--- src/rtl/cpu7_excp_ctl_pkg.sv ---
// cpu7_excp_ctl_pkg: state encodings and ecode constants for the exception sequencer
package cpu7_excp_ctl_pkg;
  typedef enum logic [1:0] {
    EXCP_IDLE     = 2'd0,
    EXCP_DRAIN    = 2'd1,
    EXCP_REDIRECT = 2'd2
  } excp_state_t;
  localparam logic [5:0] LSOC1K_ECODE_ALE = 6'h09;
  localparam logic [5:0] LSOC1K_ECODE_INE = 6'h0D;
endpackage

--- src/rtl/cpu7_excp_ctl_if.sv ---
// cpu7_excp_ctl_if: pipeline/LSU/CSR/fetch signals around the exception sequencer
interface cpu7_excp_ctl_if #(
  parameter int GRLEN = 32
);
  logic             exu_excp_valid_e;
  logic             ecl_excp_ale_e;
  logic             ecl_excp_illinst_e;
  logic             ecl_excp_ertn_e;
  logic             lsu_excp_busy;
  logic [GRLEN-1:0] csr_eentry;
  logic [GRLEN-1:0] csr_era;
  logic             ecl_csr_ale_e;
  logic             ecl_csr_illinst_e;
  logic             ecl_csr_ertn_e;
  logic             excp_pipe_flush;
  logic             excp_ifu_redirect;
  logic [GRLEN-1:0] excp_ifu_redirect_pc;
  logic [5:0]       excp_ecode;
  logic             excp_drain_timeout;
  modport master (
    output exu_excp_valid_e, ecl_excp_ale_e, ecl_excp_illinst_e, ecl_excp_ertn_e,
           lsu_excp_busy, csr_eentry, csr_era,
    input  ecl_csr_ale_e, ecl_csr_illinst_e, ecl_csr_ertn_e, excp_pipe_flush,
           excp_ifu_redirect, excp_ifu_redirect_pc, excp_ecode, excp_drain_timeout
  );
  modport slave (
    input  exu_excp_valid_e, ecl_excp_ale_e, ecl_excp_illinst_e, ecl_excp_ertn_e,
           lsu_excp_busy, csr_eentry, csr_era,
    output ecl_csr_ale_e, ecl_csr_illinst_e, ecl_csr_ertn_e, excp_pipe_flush,
           excp_ifu_redirect, excp_ifu_redirect_pc, excp_ecode, excp_drain_timeout
  );
endinterface

--- src/rtl/cpu7_excp_ctl.sv ---
// cpu7_excp_ctl: arbitrates exception/ertn requests, commits to CSR, drains LSU, redirects fetch
module cpu7_excp_ctl
  import cpu7_excp_ctl_pkg::*;
#(
  parameter int DRAIN_CNT_W = 4
) (
  input logic            clk,
  input logic            reset,
  cpu7_excp_ctl_if.slave bus
);
  excp_state_t state, state_nxt;
  logic [DRAIN_CNT_W-1:0] cnt, cnt_inc;
  logic [5:0] ecode;
  logic kind, timeout, accept, expire, redirect;
  assign accept = !reset && state == EXCP_IDLE && bus.exu_excp_valid_e &&
                  (bus.ecl_excp_ale_e || bus.ecl_excp_illinst_e || bus.ecl_excp_ertn_e);
  assign cnt_inc = cnt + 1'b1;
  assign expire = bus.lsu_excp_busy && (&cnt_inc);
  assign redirect = !reset && state == EXCP_REDIRECT;
  // state register
  always_ff @(posedge clk) begin
    if (reset) state <= EXCP_IDLE;
    else state <= state_nxt;
  end
  // next state: leave DRAIN when LSU is idle or the watchdog is about to saturate
  always_comb begin
    state_nxt = state == EXCP_IDLE  ? (accept ? EXCP_DRAIN : EXCP_IDLE) :
                state == EXCP_DRAIN ? ((!bus.lsu_excp_busy || expire) ? EXCP_REDIRECT : EXCP_DRAIN) :
                EXCP_IDLE;
  end
  // kind/ecode capture at accept, drain counter and sticky watchdog flag
  always_ff @(posedge clk) begin
    if (reset) begin
      kind    <= 1'b0;
      ecode   <= '0;
      cnt     <= '0;
      timeout <= 1'b0;
    end else begin
      if (accept) begin
        kind  <= bus.ecl_excp_illinst_e || bus.ecl_excp_ale_e;
        ecode <= bus.ecl_excp_illinst_e ? LSOC1K_ECODE_INE :
                 bus.ecl_excp_ale_e     ? LSOC1K_ECODE_ALE : ecode;
        cnt   <= '0;
      end else if (state == EXCP_DRAIN && bus.lsu_excp_busy) begin
        cnt <= (&cnt) ? cnt : cnt_inc;
      end
      if (state == EXCP_DRAIN && expire) timeout <= 1'b1;
    end
  end
  // outputs: commit pulses in the accept cycle, flush until redirect completes
  always_comb begin
    bus.ecl_csr_illinst_e    = accept && bus.ecl_excp_illinst_e;
    bus.ecl_csr_ale_e        = accept && !bus.ecl_excp_illinst_e && bus.ecl_excp_ale_e;
    bus.ecl_csr_ertn_e       = accept && !bus.ecl_excp_illinst_e && !bus.ecl_excp_ale_e;
    bus.excp_pipe_flush      = accept || (!reset && state != EXCP_IDLE);
    bus.excp_ifu_redirect    = redirect;
    bus.excp_ifu_redirect_pc = redirect ? (kind ? bus.csr_eentry : bus.csr_era) : '0;
    bus.excp_ecode           = ecode;
    bus.excp_drain_timeout   = timeout;
  end
endmodule

--- src/flat_wrapper.sv ---
// flat-port wrapper written by rule: the top's interface ports become plain ports
module cpu7_excp_ctl_flat import cpu7_excp_ctl_pkg::*;
#(
  parameter int DRAIN_CNT_W = 4
)
  (clk, reset, bus_exu_excp_valid_e, bus_ecl_excp_ale_e, bus_ecl_excp_illinst_e, bus_ecl_excp_ertn_e, bus_lsu_excp_busy, bus_csr_eentry, bus_csr_era, bus_ecl_csr_ale_e, bus_ecl_csr_illinst_e, bus_ecl_csr_ertn_e, bus_excp_pipe_flush, bus_excp_ifu_redirect, bus_excp_ifu_redirect_pc, bus_excp_ecode, bus_excp_drain_timeout);
  cpu7_excp_ctl_if #(.GRLEN(32)) bus_i ();
  input logic clk;
  input logic reset;
  input wire logic [$bits(bus_i.exu_excp_valid_e)-1:0] bus_exu_excp_valid_e;
  input wire logic [$bits(bus_i.ecl_excp_ale_e)-1:0] bus_ecl_excp_ale_e;
  input wire logic [$bits(bus_i.ecl_excp_illinst_e)-1:0] bus_ecl_excp_illinst_e;
  input wire logic [$bits(bus_i.ecl_excp_ertn_e)-1:0] bus_ecl_excp_ertn_e;
  input wire logic [$bits(bus_i.lsu_excp_busy)-1:0] bus_lsu_excp_busy;
  input wire logic [$bits(bus_i.csr_eentry)-1:0] bus_csr_eentry;
  input wire logic [$bits(bus_i.csr_era)-1:0] bus_csr_era;
  output wire logic [$bits(bus_i.ecl_csr_ale_e)-1:0] bus_ecl_csr_ale_e;
  output wire logic [$bits(bus_i.ecl_csr_illinst_e)-1:0] bus_ecl_csr_illinst_e;
  output wire logic [$bits(bus_i.ecl_csr_ertn_e)-1:0] bus_ecl_csr_ertn_e;
  output wire logic [$bits(bus_i.excp_pipe_flush)-1:0] bus_excp_pipe_flush;
  output wire logic [$bits(bus_i.excp_ifu_redirect)-1:0] bus_excp_ifu_redirect;
  output wire logic [$bits(bus_i.excp_ifu_redirect_pc)-1:0] bus_excp_ifu_redirect_pc;
  output wire logic [$bits(bus_i.excp_ecode)-1:0] bus_excp_ecode;
  output wire logic [$bits(bus_i.excp_drain_timeout)-1:0] bus_excp_drain_timeout;
  assign bus_i.exu_excp_valid_e = bus_exu_excp_valid_e;
  assign bus_i.ecl_excp_ale_e = bus_ecl_excp_ale_e;
  assign bus_i.ecl_excp_illinst_e = bus_ecl_excp_illinst_e;
  assign bus_i.ecl_excp_ertn_e = bus_ecl_excp_ertn_e;
  assign bus_i.lsu_excp_busy = bus_lsu_excp_busy;
  assign bus_i.csr_eentry = bus_csr_eentry;
  assign bus_i.csr_era = bus_csr_era;
  assign bus_ecl_csr_ale_e = bus_i.ecl_csr_ale_e;
  assign bus_ecl_csr_illinst_e = bus_i.ecl_csr_illinst_e;
  assign bus_ecl_csr_ertn_e = bus_i.ecl_csr_ertn_e;
  assign bus_excp_pipe_flush = bus_i.excp_pipe_flush;
  assign bus_excp_ifu_redirect = bus_i.excp_ifu_redirect;
  assign bus_excp_ifu_redirect_pc = bus_i.excp_ifu_redirect_pc;
  assign bus_excp_ecode = bus_i.excp_ecode;
  assign bus_excp_drain_timeout = bus_i.excp_drain_timeout;
  cpu7_excp_ctl #(.DRAIN_CNT_W(DRAIN_CNT_W)) u_core (.clk(clk), .reset(reset), .bus(bus_i));
endmodule
--- config.mk ---
export PLATFORM = sky130hd
export DESIGN_NAME = cpu7_excp_ctl_flat
export DESIGN_NICKNAME = d
export VERILOG_FILES = /design/src/rtl/cpu7_excp_ctl_pkg.sv /design/src/rtl/cpu7_excp_ctl_if.sv /design/src/rtl/cpu7_excp_ctl.sv /design/src/flat_wrapper.sv
export SDC_FILE = /design/constraint.sdc
export NUM_CORES = 1
export LEC_CHECK = 0
export ABC_CLOCK_PERIOD_IN_PS = 1500
export CORE_MARGIN = 2
export CORE_UTILIZATION = 26
export CTS_BUF_LIST = sky130_fd_sc_hd__clkbuf_4 sky130_fd_sc_hd__clkbuf_8
export CTS_CLUSTER_DIAMETER = 50
export DETAILED_ROUTE_END_ITERATION = 8
export PLACE_DENSITY_LB_ADDON = 0.25
export SYNTH_ARGS = -nofsm -noshare
export SYNTH_HDL_FRONTEND = slang
export SYNTH_SLANG_ARGS = --single-unit
--- constraint.sdc ---
create_clock -name clk -period 1.5 [get_ports clk]
set_clock_uncertainty 0.1 [all_clocks]
set_input_delay 0.3 -clock clk [delete_from_list [all_inputs] [get_ports clk]]
set_output_delay 0.3 -clock clk [all_outputs]
set_load 0.02 [all_outputs]
# Yosys cells after proc, flatten, opt, wreduce, memory -nomap -nowiden
# Index checks and enable logic that the tools add are counted.
word_totals:
  input_bits: 71
  reg_bits: 14
  word_cells: 45
classes:
  bitwise: 1
  n_eq_ne: 2
  n_mux: 8
  n_reduce_logical: 28
  addsub: 1
op_table:
  columns: ["cell", "count"]
  rows:
  - ["$mux W32", 2]
  - ["$logic_and A1 B1 Y1", 12]
  - ["$mux W6", 2]
  - ["$reduce_and A4 Y1", 2]
  - ["$mux W2", 3]
  - ["$add A4 B1 Y4 const B", 1]
  - ["$logic_not A1 Y1", 4]
  - ["$logic_or A1 B1 Y1", 4]
  - ["$reduce_and A2 Y1", 2]
  - ["$reduce_bool A2 Y1", 2]
  - ["$eq A2 B1 Y1 const B", 1]
  - ["$eq A2 B2 Y1 const B", 1]
  - ["$logic_not A2 Y1", 1]
  - ["$reduce_or A2 Y1", 1]
  - ["$mux W1", 1]
  - ["$not A1 Y1", 1]

# Longest topological paths before layout
# Gate-level depths: netlist of run 1.
depth:
  ltp_word: 7
  depth_mapped: 5

# Worst setup path before layout of run 1
# OpenSTA, ideal clock, no wires.
synth_timing:
  kind: "reg2out"
  start: "reg u_core.state[1]"
  end: "out bus_ecl_csr_ale_e"
  path_buffers: 0
  setup_slack_ps: -360
  t_arrival_ps: 1460
  required_ps: 1100
  path_stages_with_launch: 3
  path_cell_list: "dfxtp_1 or4b_4 nor3b_1"
synth_between:
  elab_chain_len: 6
synth_lines:
  columns: ["element", "line_no", "text"]
  rows:
  - ["start, declared", "cpu7_excp_ctl.sv:11", "excp_state_t state, state_nxt;"]
  - ["start signal, assigned", "cpu7_excp_ctl.sv:23", "else state <= state_nxt;"]
  - ["$logic_not A2 Y1", "cpu7_excp_ctl.sv:15", "assign accept = !reset && state == EXCP_IDLE && bus.exu_excp_valid_e &&"]
  - ["$logic_and A1 B1 Y1 (3 in series)", "cpu7_excp_ctl.sv:15", null]
  - ["$logic_and A1 B1 Y1 (2 in series)", "cpu7_excp_ctl.sv:53", "bus.ecl_csr_ale_e = accept && !bus.ecl_excp_illinst_e && bus.ecl_excp_ale_e;"]
  - ["end, declared", "flat_wrapper.sv:17", "output wire logic [$bits(bus_i.ecl_csr_ale_e)-1:0] bus_ecl_csr_ale_e;"]
# No other way between the ends.

# Worst setup path after layout of run 1
layout_timing:
  start: "reg u_core.state[0]"
  end: "out bus_excp_ifu_redirect_pc[18]"
layout_between:
  elab_chain_len: 3
layout_lines:
  columns: ["element", "line_no", "text"]
  rows:
  - ["$eq A2 B2 Y1", "cpu7_excp_ctl.sv:19", "assign redirect = !reset && state == EXCP_REDIRECT;"]
  - ["$logic_and A1 B1 Y1", "cpu7_excp_ctl.sv:19", null]
  - ["$mux W32", "cpu7_excp_ctl.sv:57", "bus.excp_ifu_redirect_pc = redirect ? (kind ? bus.csr_eentry : bus.csr_era) : '0;"]
  - ["end, declared", "flat_wrapper.sv:22", "output wire logic [$bits(bus_i.excp_ifu_redirect_pc)-1:0] bus_excp_ifu_redirect_pc;"]
# No other way between the ends.

==> reports/qor_table.md, run 1 <==
| Parameter | This run | Unit |
| --- | --- | --- |
| Result of the run | complete, but fails checks | - |
| Failing checks | setup timing | - |
| Peak supply drop | 0.575 | mV |
| Post-route minimum period | 1.91 | ns |
| Required time worst endpoint | 1.10 | ns |
| Post-layout util | 73.6 | % |
| Critical Path Fanout Max | 7 | - |
| Share of total power in sequential cells | 22.8 | % |
| Worst Min Path Start | reset | - |
| First-pass DRT Iterations | 4 | - |
| Sw frac | 32.0 | % |
| Average cell area after synthesis | 7.64 | um2 |
| Hold_ws | 0.375 | ns |
| Number of buffers on the longest clock path | 2 | - |
| H-Tree Level Count | 1 | - |
| Clock tree from TritonCTS | yes | - |
| Number of instances in the synthesized netlist | 142 | - |
| Clock sink count | 10 | - |
| Library cell used as clock root buffer | sky130_fd_sc_hd__clkbuf_8 | - |
| Critical register-to-register path endpoint | u_core.bus.excp_drain_timeout$_SDFFE_PP0P_ | - |
| Netlist cell types | 37 | - |
| Depth of the most critical reg-to-reg path | 7 | - |
| Reg2Reg Setup Slack | -0.04 | ns |
| Yosys warns | 0 | - |
| Part of the cycle the worst path needs | 127 | % |
| Final worst setup slack | -0.410 | ns |
| Mapped cell area | 1080 | um2 |
| RePlAce Congestion | 0.821 | - |
| Die Footprint | 4710 | um2 |
| Source-to-sink clock delay at the later pin of the worst-skew pair | 0.24 | ns |
| Starting Density | 27.1 | % |
| Cell with the most instances after synthesis | sky130_fd_sc_hd__nor2_1 | - |
| Fraction of synthesis flops using an asynchronous set or reset pin | 0 | % |
| Detail-routed net length per standard cell | 15.5 | um |
| Floorplan Core Area | 4000 | um2 |
| Layout Cell Area excl Fill | 2940 | um2 |
| Portion of synthesized cell area occupied by the leading cell type | 29.5 | % |
| I/O Buffers | 111 | - |
| Flip-flop and latch count after synthesis | 10 | - |
| Top flip-flop cell by instance count after synthesis | sky130_fd_sc_hd__dfxtp_1 | - |
| Net switching power of the design | 0.416 | mW |
| Fin nets | 346 | - |
| Final routed wirelength across all metal layers | 4.99 | mm |
| RSZ-0062 raised after global routing | yes | - |
| Achievable Freq | 524 | MHz |
| Post-route DRC | 0 | - |
| Kind of capture point of the worst setup path | primary output | - |
| Category of the critical setup timing path | register to primary output | - |
| Fraction of layout cells with a size suffix above 1 | 47.1 | % |
| Number of maximum-capacitance constraint violations | 0 | - |
| Number of antenna diodes | 0 | - |
| Cells taking the most area after synthesis | sky130_fd_sc_hd__mux2i_1, sky130_fd_sc_hd__dfxtp_1, sky130_fd_sc_hd__nor2_1, sky130_fd_sc_hd__buf_2, sky130_fd_sc_hd__a2111oi_2 | - |
| Cells on Worst Hold Path | 3 | - |
| Number of standard-cell rows in the floorplan | 23 | - |
| Element type at the critical path start | register | - |
| Number of enable-type register cells in the synthesized netlist | 0 | - |
| Antenna-violating nets left | 0 | - |
| Via count of the first global-routing pass | 1445 | - |
| Total Power Consumption | 1.30 | mW |
| Pwr/cell area | 442 | nW/um2 |
| Global-route total usage across every layer | 18.9 | % |
| Data arrival time of the critical path | 1.51 | ns |
| Growth of design area from synthesis to finish | 171 | % |
| Count of final setup violators | 41 | - |
| Leakage Power | 1.19 | nW |
| Setup tns final | -12.69 | ns |
| Hold WC Path Type | primary input to register | - |
| Share of synthesized area occupied by flip-flops and latches | 18.5 | % |
| Global route total overflow | 0 | - |
| Max-slew violations | 0 | - |
| Number of buffers created by CTS | 3 | - |
| Terminating pin of the worst hold path | u_core.bus.excp_ecode[2]$_SDFFE_PP0P_ | - |
| Total of hold buffers inserted after clock tree synthesis | 0 | - |
| Pin count of the biggest net entering global routing | 24 | - |
| Total via count after detailed routing | 1535 | - |
| Vias per Instance | 4.77 | - |
| Die extent in x | 68.6 | um |
| Placed inst area | 2610 | um2 |
| Commonest cells in the synthesized netlist | sky130_fd_sc_hd__nor2_1, sky130_fd_sc_hd__mux2i_1, sky130_fd_sc_hd__dfxtp_1 | - |
| First-pass GRT wire length | 6.81 | mm |
| Y dimension of the die | 68.6 | um |
| Ports placed on the boundary | 115 | - |
| Clock transition time at the flip-flop clock pins of the worst setup and hold paths | 0.05 | ns |
| Internal | 0.884 | mW |
| Portion of total power attributed to combinational logic | 50.6 | % |
| Number of antenna violations at the first check in global routing | 0 | - |
| DRC marker count from the first detailed-route iteration | 37 | - |
| R2R Path Start | u_core.state[0]$_SDFF_PP0_ | - |
| Final-report hold violation count | 0 | - |
| Placed wire-length estimate | 3.58 | mm |
| Cell taking the most area after synthesis | sky130_fd_sc_hd__mux2i_1 | - |
| Clock share of power | 26.6 | % |
==> critical path: stages (launching register included) <==
cell,delay (ns)
sky130_fd_sc_hd__dfxtp_2,0.32
sky130_fd_sc_hd__buf_4,0.14
sky130_fd_sc_hd__buf_6,0.11
sky130_fd_sc_hd__nor2_4,0.10
sky130_fd_sc_hd__nand2_4,0.10
sky130_fd_sc_hd__buf_12,0.14
sky130_fd_sc_hd__buf_16,0.14
sky130_fd_sc_hd__nor2_4,0.10
sky130_fd_sc_hd__buf_6,0.12
==> cell usage in the layout, fill, tap and decap left out, types with 2 or more instances in the layout <==
cell type,Yosys,layout
sky130_fd_sc_hd__a2111oi_2,2,3
sky130_fd_sc_hd__a21oi_1,4,2
sky130_fd_sc_hd__a21oi_2,0,2
sky130_fd_sc_hd__buf_12,0,5
sky130_fd_sc_hd__buf_4,4,16
sky130_fd_sc_hd__buf_6,0,41
sky130_fd_sc_hd__clkbuf_8,0,4
sky130_fd_sc_hd__clkdlybuf4s50_1,0,67
sky130_fd_sc_hd__conb_1,1,3
sky130_fd_sc_hd__dfxtp_1,10,7
sky130_fd_sc_hd__dfxtp_2,0,3
sky130_fd_sc_hd__dlygate4sd2_1,0,5
sky130_fd_sc_hd__ha_1,2,2
sky130_fd_sc_hd__inv_1,6,5
sky130_fd_sc_hd__mux2i_1,32,30
sky130_fd_sc_hd__mux2i_2,0,2
sky130_fd_sc_hd__nand3_1,3,3
sky130_fd_sc_hd__nand3b_1,2,2
sky130_fd_sc_hd__nor2_1,38,3
sky130_fd_sc_hd__nor2_4,0,34
==> per-stage QoR <==
step,worst slack (ns),std cells
after floorplan,-0.147,144
after global placement,-1.09,308
after detailed placement,-1.10,308
after CTS,-0.419,323
after global routing,-0.464,322
final,-0.410,322
==> kinds of logic after synthesis <==
logic type	count (synthesis)	share of synthesized area (%)
AO/OA/AOI/OAI	20	15.3
AND/OR/NAND/NOR	56	24.2
flip-flops	10	18.5
multiplexers	32	29.5
adder cells (fa/ha/maj)	2	2.31
other	1	0.346
XOR/XNOR	1	0.808
buffers and inverters	20	9.00
==> sequential cells by signal, summed over array words and instances (netlist names) <==
signal                         flops
u_core.kind                        1
u_core.state                       2
u_core.bus.excp_ecode              2
u_core.cnt                         4
u_core.bus.excp_drain_timeout      1
==> routing by layer <==
metal  global-route usage [%]  part of all wire (%)  vias to the layer above
met2                     34.1                    50                       79
li1                         -                     -                      755
met3                     4.38                    12                        8
met1                     22.3                    37                      693
met5                        0                     0                        -
met4                     4.75                   1.1                        0
==> worst max-delay path by stage <==
stage                                     from                      endpoint  slack (ns)
floorplan           u_core.state[0]$_SDFF_PP0_           bus_excp_pipe_flush       -0.15
global placement                         reset           bus_excp_pipe_flush       -1.09
detailed placement                       reset            bus_ecl_csr_ertn_e       -1.10
CTS                 u_core.state[0]$_SDFF_PP0_           bus_excp_pipe_flush       -0.42
global route        u_core.state[0]$_SDFF_PP0_  bus_excp_ifu_redirect_pc[18]       -0.46
finish              u_core.state[0]$_SDFF_PP0_  bus_excp_ifu_redirect_pc[18]       -0.41
==> repair_timing <==
item | 4_1_cts | 5_1_grt
resized for setup | 254 | 12
setup endpoints to repair | 49 | 45
cloned | 2 | 0
pin swaps | 8 | 28
setup buffers | 9 | 2
==> layout make-up <==
class	instances	area [um2]
clock buffer	4	55.1
fill	293	1060
inverter	6	22.5
multi-input combinational	114	1140
sequential	10	204
tap	50	62.6
timing repair buffer	138	1460
==> power groups by stage <==
stage	clock network [mW]	logic, mW	registers [mW]
after global routing	0.360	0.699	0.298
after detailed placement	0	0.594	0.301
after CTS	0.346	0.650	0.296
after global placement	0	0.587	0.301
after floorplan	0	0.311	0.303
final	0.346	0.657	0.296
Power figures use the tool's default switching activity.
==> run 2, diff against run 1 <==
--- a/config.mk
+++ b/config.mk
@@ -7,3 +7,2 @@
 export LEC_CHECK = 0
-export ABC_CLOCK_PERIOD_IN_PS = 1500
 export CORE_MARGIN = 2
@@ -13,3 +12,3 @@
 export DETAILED_ROUTE_END_ITERATION = 8
-export PLACE_DENSITY_LB_ADDON = 0.25
+export PLACE_DENSITY = 0.78
 export SYNTH_ARGS = -nofsm -noshare
==> constraint.sdc (replaced) <==
create_clock -name clk -period 1.5 [get_ports clk]
set_clock_uncertainty 0.1 [all_clocks]
set_input_delay 0.375 -clock clk [delete_from_list [all_inputs] [get_ports clk]]
set_output_delay 0.375 -clock clk [all_outputs]
set_load 0.02 [all_outputs]
==> run 2 against run 1 <==
- the flow still finishes with violations (setup timing)
- cell count grew 0.31%
- clock-buffer cell count is the same
- sequential share of layout area shrank 0.21 points
- global-route usage shrank 0.37 points
- hold slack lost 0.14 ns
- clock power is essentially flat
- fmax shrank 4.2%
- register-to-register slack gained 0.08 ns
- critical endpoint is now bus_excp_pipe_flush
- largest cell class unchanged
==> reports/qor_table.md, run 2 (synthesized netlist as in run 1, its figures left out) <==
| Parameter | This run | Unit |
| --- | --- | --- |
| Register name with the most flops | u_core.cnt | - |
| Layout Cell Area excl Fill | 3050 | um2 |
| Data arrival time of the critical path | 1.52 | ns |
| Placed inst area | 2440 | um2 |
| Antenna-violating nets left | 0 | - |
| Net switching power of the design | 0.437 | mW |
| Worst setup slack after placement | -1.23 | ns |
| Number of buffers created by CTS | 3 | - |
| Fin nets | 347 | - |
| Worst Min Path Start | reset | - |
| Clock sink count | 10 | - |
| Total of hold buffers inserted after clock tree synthesis | 0 | - |
| Count of fill cells added during filler insertion | 249 | - |
| Floorplan Core Area | 4000 | um2 |
| Result of the run | complete, but fails checks | - |
| R2R Path Start | u_core.state[0]$_SDFF_PP0_ | - |
| Element type at the critical path start | register | - |
| Sw frac | 32.3 | % |
| H-Tree Level Count | 1 | - |
| First-pass GRT wire length | 6.56 | mm |
| Post-route minimum period | 1.99 | ns |
| Number of antenna diodes | 0 | - |
| Required time worst endpoint | 1.02 | ns |
| Number of standard-cell rows in the floorplan | 23 | - |
| Final routed wirelength across all metal layers | 5.36 | mm |
| First-pass DRT Iterations | 4 | - |
| Achievable Freq | 501 | MHz |
| Number of flip-flops in the largest register | 4 | - |
| Post-route DRC | 0 | - |
| Failing checks | setup timing | - |
| Internal | 0.915 | mW |
| Pwr/cell area | 443 | nW/um2 |
| I/O Buffers | 111 | - |
| Library cell used as clock root buffer | sky130_fd_sc_hd__clkbuf_8 | - |
| Vias per Instance | 4.80 | - |
| Number of antenna violations at the first check in global routing | 0 | - |
| RePlAce Congestion | 0.793 | - |
| Gate family responsible for the most delay along the worst path | simple AND/OR/NAND/NOR gates | - |
| Y dimension of the die | 68.6 | um |
| Depth of the most critical reg-to-reg path | 4 | - |
| RSZ-0062 raised after global routing | yes | - |
| Cell type of the slowest stage on the worst timing path | sky130_fd_sc_hd__or4b_4 | - |
| Count of final setup violators | 37 | - |
| Terminating pin of the worst hold path | u_core.bus.excp_ecode[2]$_SDFFE_PP0P_ | - |
| DRC marker count from the first detailed-route iteration | 38 | - |
| Clock transition time at the flip-flop clock pins of the worst setup and hold paths | 0.05 | ns |
| Die extent in x | 68.6 | um |
| Critical path cell sequence | or4b_4 -> a21oi_4 -> o21bai_4 -> buf_6 | - |
| Growth of design area from synthesis to finish | 181 | % |
| Ports placed on the boundary | 115 | - |
| Final worst setup slack | -0.494 | ns |
| Starting Density | 27.1 | % |
| Placed wire-length estimate | 3.55 | mm |
| Clock share of power | 25.6 | % |
| CP Buf/Inv Count | 1 | - |
| Share of total power in sequential cells | 22.3 | % |
| Final-report hold violation count | 0 | - |
| Max-slew violations | 0 | - |
| Hold_ws | 0.235 | ns |
| Die Footprint | 4710 | um2 |
| Portion of total power attributed to combinational logic | 52.1 | % |
| Post-layout util | 76.3 | % |
| Reg2Reg Setup Slack | 0.04 | ns |
| Number of buffers on the longest clock path | 2 | - |
| Most frequent cells in the layout | sky130_fd_sc_hd__clkdlybuf4s50_1, sky130_fd_sc_hd__buf_6, sky130_fd_sc_hd__nor2_4 | - |
| Global route total overflow | 0 | - |
| Part of the cycle the worst path needs | 133 | % |
| Pin count of the biggest net entering global routing | 18 | - |
| Leakage Power | 1.21 | nW |
| Detail-routed net length per standard cell | 16.6 | um |
| Via count of the first global-routing pass | 1319 | - |
| Total via count after detailed routing | 1549 | - |
| Global-route total usage across every layer | 18.6 | % |
| Delay of the slowest cell on the worst path | 0.56 | ns |
| Fraction of layout cells with a size suffix above 1 | 50.9 | % |
| Peak supply drop | 0.593 | mV |
| Clock tree from TritonCTS | yes | - |
| Kind of capture point of the worst setup path | primary output | - |
| Most common cell after layout, fill and taps aside | sky130_fd_sc_hd__clkdlybuf4s50_1 | - |
| Hold WC Path Type | primary input to register | - |
| Critical Path Fanout Max | 3 | - |
| Critical register-to-register path endpoint | u_core.cnt[0]$_SDFFE_PP0P_ | - |
| Cells on Worst Hold Path | 2 | - |
| Category of the critical setup timing path | register to primary output | - |
| Number of maximum-capacitance constraint violations | 0 | - |
| Source-to-sink clock delay at the later pin of the worst-skew pair | 0.24 | ns |
==> run 2: power groups by stage <==
| stage | registers [mW] | logic (mW) | clock network (mW) |
|---|---|---|---|
| after floorplan | 0.303 | 0.268 | 0 |
| after global placement | 0.304 | 0.553 | 0 |
| after detailed placement | 0.304 | 0.561 | 0 |
| after CTS | 0.299 | 0.632 | 0.351 |
| after global routing | 0.303 | 0.741 | 0.364 |
| final | 0.301 | 0.704 | 0.347 |
==> run 2: layout make-up <==
cell class,count,area (um2),share of cell area [%]
Clock buffer,4,55.1,1.80
Inverter,6,27.5,0.902
Multi-Input combinational cell,114,1190,39.1
Sequential cell,10,205,6.72
Tap cell,50,62.6,2.05
Timing Repair Buffer,139,1510,49.4
==> run 2: worst reg2reg max path, delay by kind of cell, from the launching register on <==
family                 cells  cell delay (ns)
buffers and inverters      1             0.17
AO/OA/AOI/OAI              2             0.19
flip-flops                 1             0.33
AND/OR/NAND/NOR            1             0.56
==> run 2: per-layer routing <==
layer	vias up	track usage (%)	share of wire [%]	wire length [um]
li1	759	-	-	-
met1	712	21.1	34	1820
met2	74	34.7	55	2940
met3	4	4.55	11	566
met4	0	3.75	0.43	23
met5	-	0	0	0
==> run 2: metrics by stage <==
stage,setup TNS (ns),instances,power (mW)
final,-14.46,323,1.35
after global routing,-16.17,323,1.41
after CTS,-13.50,320,1.28
after detailed placement,-44.05,309,0.865
after global placement,-42.93,309,0.857
after floorplan,-6.32,144,0.570
==> run 2: worst max-delay path by stage <==
stage                                     startpoint                           end  slack, ns  depth (start not counted)
after floorplan                                reset  bus_excp_ifu_redirect_pc[20]      -0.24                          5
after global placement                         reset            bus_ecl_csr_ertn_e      -1.19                          6
after detailed placement                       reset            bus_ecl_csr_ertn_e      -1.23                          6
after CTS                 u_core.state[0]$_SDFF_PP0_           bus_excp_pipe_flush      -0.48                          4
after global routing      u_core.state[0]$_SDFF_PP0_           bus_excp_pipe_flush      -0.53                          4
final                     u_core.state[0]$_SDFF_PP0_           bus_excp_pipe_flush      -0.49                          4
==> run 2: what timing repair did <==
item	in CTS	in global routing
gates cloned	4	0
pin swaps	8	31
setup endpoints to repair	50	44
endpoints found under the hold margin	0	0
resized for setup	277	61
setup buffers	4	7
==> run 3, diff against run 2 <==
SETUP_SLACK_MARGIN = 0.15   (was unset)
==> run 3 against run 2 <==
- the flow still finishes with violations (setup timing)
- sequential share of layout area up 0.16 points
- sequential cell count unchanged
- core utilization down 1.3 points
- sequential power about the same
- first-iteration DRC count up 5.3%
- hold slack better by 0.14 ns
- die area unchanged
- setup slack better by 0.0024 ns
- largest power group unchanged
- highest routed layer unchanged
==> reports/qor_table.md, run 3 (synthesized netlist as in run 1, its figures left out) <==
| Parameter | This run | Unit |
| --- | --- | --- |
| Post-route minimum period | 1.99 | ns |
| First-pass DRT Iterations | 4 | - |
| Die Footprint | 4710 | um2 |
| Post-layout util | 75.0 | % |
| Element type at the critical path start | register | - |
| Source-to-sink clock delay at the later pin of the worst-skew pair | 0.24 | ns |
| Kind of capture point of the worst setup path | primary output | - |
| Placed wire-length estimate | 3.52 | mm |
| Post-route DRC | 0 | - |
| Hold_ws | 0.371 | ns |
| Register name with the most flops | u_core.cnt | - |
| Total Power Consumption | 1.33 | mW |
| Number of buffers created by CTS | 3 | - |
| Y dimension of the die | 68.6 | um |
| Result of the run | complete, but fails checks | - |
| Total of hold buffers inserted after clock tree synthesis | 0 | - |
| Number of antenna violations at the first check in global routing | 0 | - |
| Number of buffers on the longest clock path | 2 | - |
| Most common cell after layout, fill and taps aside | sky130_fd_sc_hd__clkdlybuf4s50_1 | - |
| Hold WC Path Type | register to register | - |
| Share of total power in sequential cells | 22.7 | % |
| Growth of design area from synthesis to finish | 177 | % |
| Antenna-violating nets left | 0 | - |
| Fraction of layout cells with a size suffix above 1 | 50.0 | % |
| Achievable Freq | 502 | MHz |
| Global route total overflow | 0 | - |
| Required time worst endpoint | 1.02 | ns |
| Max-slew violations | 0 | - |
| Fin nets | 352 | - |
| Failing checks | setup timing | - |
| I/O Buffers | 111 | - |
| Critical Path Fanout Max | 3 | - |
| Number of antenna diodes | 0 | - |
| Part of the cycle the worst path needs | 133 | % |
| Number of maximum-capacitance constraint violations | 0 | - |
| First-pass GRT wire length | 6.73 | mm |
| Detail-routed net length per standard cell | 17.0 | um |
| Sw frac | 32.0 | % |
| Clock tree from TritonCTS | yes | - |
| Category of the critical setup timing path | register to primary output | - |
| Peak supply drop | 0.459 | mV |
| Final routed wirelength across all metal layers | 5.58 | mm |
| Ports placed on the boundary | 115 | - |
| Count of final setup violators | 45 | - |
| DRC marker count from the first detailed-route iteration | 40 | - |
| Number of flip-flops in the largest register | 4 | - |
| Total via count after detailed routing | 1591 | - |
| RePlAce Congestion | 0.806 | - |
| Number of standard-cell rows in the floorplan | 23 | - |
| Most frequent cells in the layout | sky130_fd_sc_hd__clkdlybuf4s50_1, sky130_fd_sc_hd__buf_6, sky130_fd_sc_hd__nor2_4 | - |
| Pin count of the biggest net entering global routing | 17 | - |
| Global-route total usage across every layer | 19.0 | % |
| Clock sink count | 10 | - |
| H-Tree Level Count | 1 | - |
| RSZ-0062 raised after global routing | yes | - |
| Library cell used as clock root buffer | sky130_fd_sc_hd__clkbuf_8 | - |
| Pwr/cell area | 445 | nW/um2 |
| Starting Density | 27.1 | % |
| Clock share of power | 26.1 | % |
| Via count of the first global-routing pass | 1386 | - |
| Final-report hold violation count | 0 | - |
| Portion of total power attributed to combinational logic | 51.3 | % |
| Die extent in x | 68.6 | um |
| Leakage Power | 1.21 | nW |
| Net switching power of the design | 0.427 | mW |
| Floorplan Core Area | 4000 | um2 |
| Internal | 0.907 | mW |
| Clock transition time at the flip-flop clock pins of the worst setup and hold paths | 0.05 | ns |
| Final worst setup slack | -0.492 | ns |
| Vias per Instance | 4.85 | - |
| Data arrival time of the critical path | 1.52 | ns |
[run 3: cell count changes in the layout (fill, tap and decap cells not counted), sizes merged]
cell           previous run  this run
buf                      66        72
clkbuf                    4         6
dlygate4sd2               6         4
clkdlybuf4s15             0         1
clkdlybuf4s50            66        65
dlymetal6s2s              1         0
[run 3: power groups by stage]
| stage | clock (mW) | sequential (mW) | combinational (mW) |
|---|---|---|---|
| floorplan | 0 | 0.303 | 0.268 |
| global placement | 0 | 0.303 | 0.552 |
| detailed placement | 0 | 0.304 | 0.559 |
| CTS | 0.347 | 0.300 | 0.597 |
| global route | 0.363 | 0.305 | 0.725 |
| finish | 0.348 | 0.303 | 0.684 |
[run 3: stage by stage]
step,instances,setup slack [ns],cell area (um2),TNS [ns]
after global placement,311,-1.17,2460,-42.83
after detailed placement,311,-1.21,2460,-44.47
after floorplan,144,-0.242,1200,-6.25
final,328,-0.492,3000,-14.39
after global routing,328,-0.542,3000,-16.45
after CTS,323,-0.485,2680,-15.53
[run 3: repair_timing]
item	CTS	global route
endpoints found under the setup margin	50	50
resized for setup	243	79
buffers inserted	5	4
pin swaps	5	26
cloned	3	1
hold endpoints to repair	0	0
[run 3: worst paths after layout]
kind / slack, ns / start / depth (start not counted) / end
setup / recovery: -0.49 / u_core.state[1]$_SDFF_PP0_ / 4 / bus_excp_pipe_flush
hold reg to reg: 0.37 / u_core.bus.excp_ecode[0]$_SDFFE_PP0P_ / 1 / u_core.bus.excp_ecode[0]$_SDFFE_PP0P_
hold / removal: 0.37 / u_core.bus.excp_ecode[0]$_SDFFE_PP0P_ / 1 / u_core.bus.excp_ecode[0]$_SDFFE_PP0P_
setup reg to reg: -0.14 / u_core.state[1]$_SDFF_PP0_ / 6 / u_core.bus.excp_ecode[2]$_SDFFE_PP0P_
[run 3: cell type report]
class / instances / area [um2]
well taps: 50 / 62.6
flip-flops and latches: 10 / 206
inverters: 6 / 27.5
multi-input cells: 114 / 1130
repair buffers: 144 / 1520
clock buffers: 4 / 55.1
fillers: 278 / 1000
[run 3: critical path: stages (launching register included)]
cell and delay, ns:
sky130_fd_sc_hd__dfxtp_2 0.33, sky130_fd_sc_hd__or4b_4 0.55, sky130_fd_sc_hd__a21oi_4 0.14, sky130_fd_sc_hd__o21bai_4 0.13, sky130_fd_sc_hd__buf_6 0.13
[run 3: per-layer routing]
metal  vias up  wire length, um  track usage, %
met2        80             2970            33.5
met4         0               72            4.00
li1        766                -               -
met5         -                0               0
met1       738             1940            23.4
met3         7              598            4.55
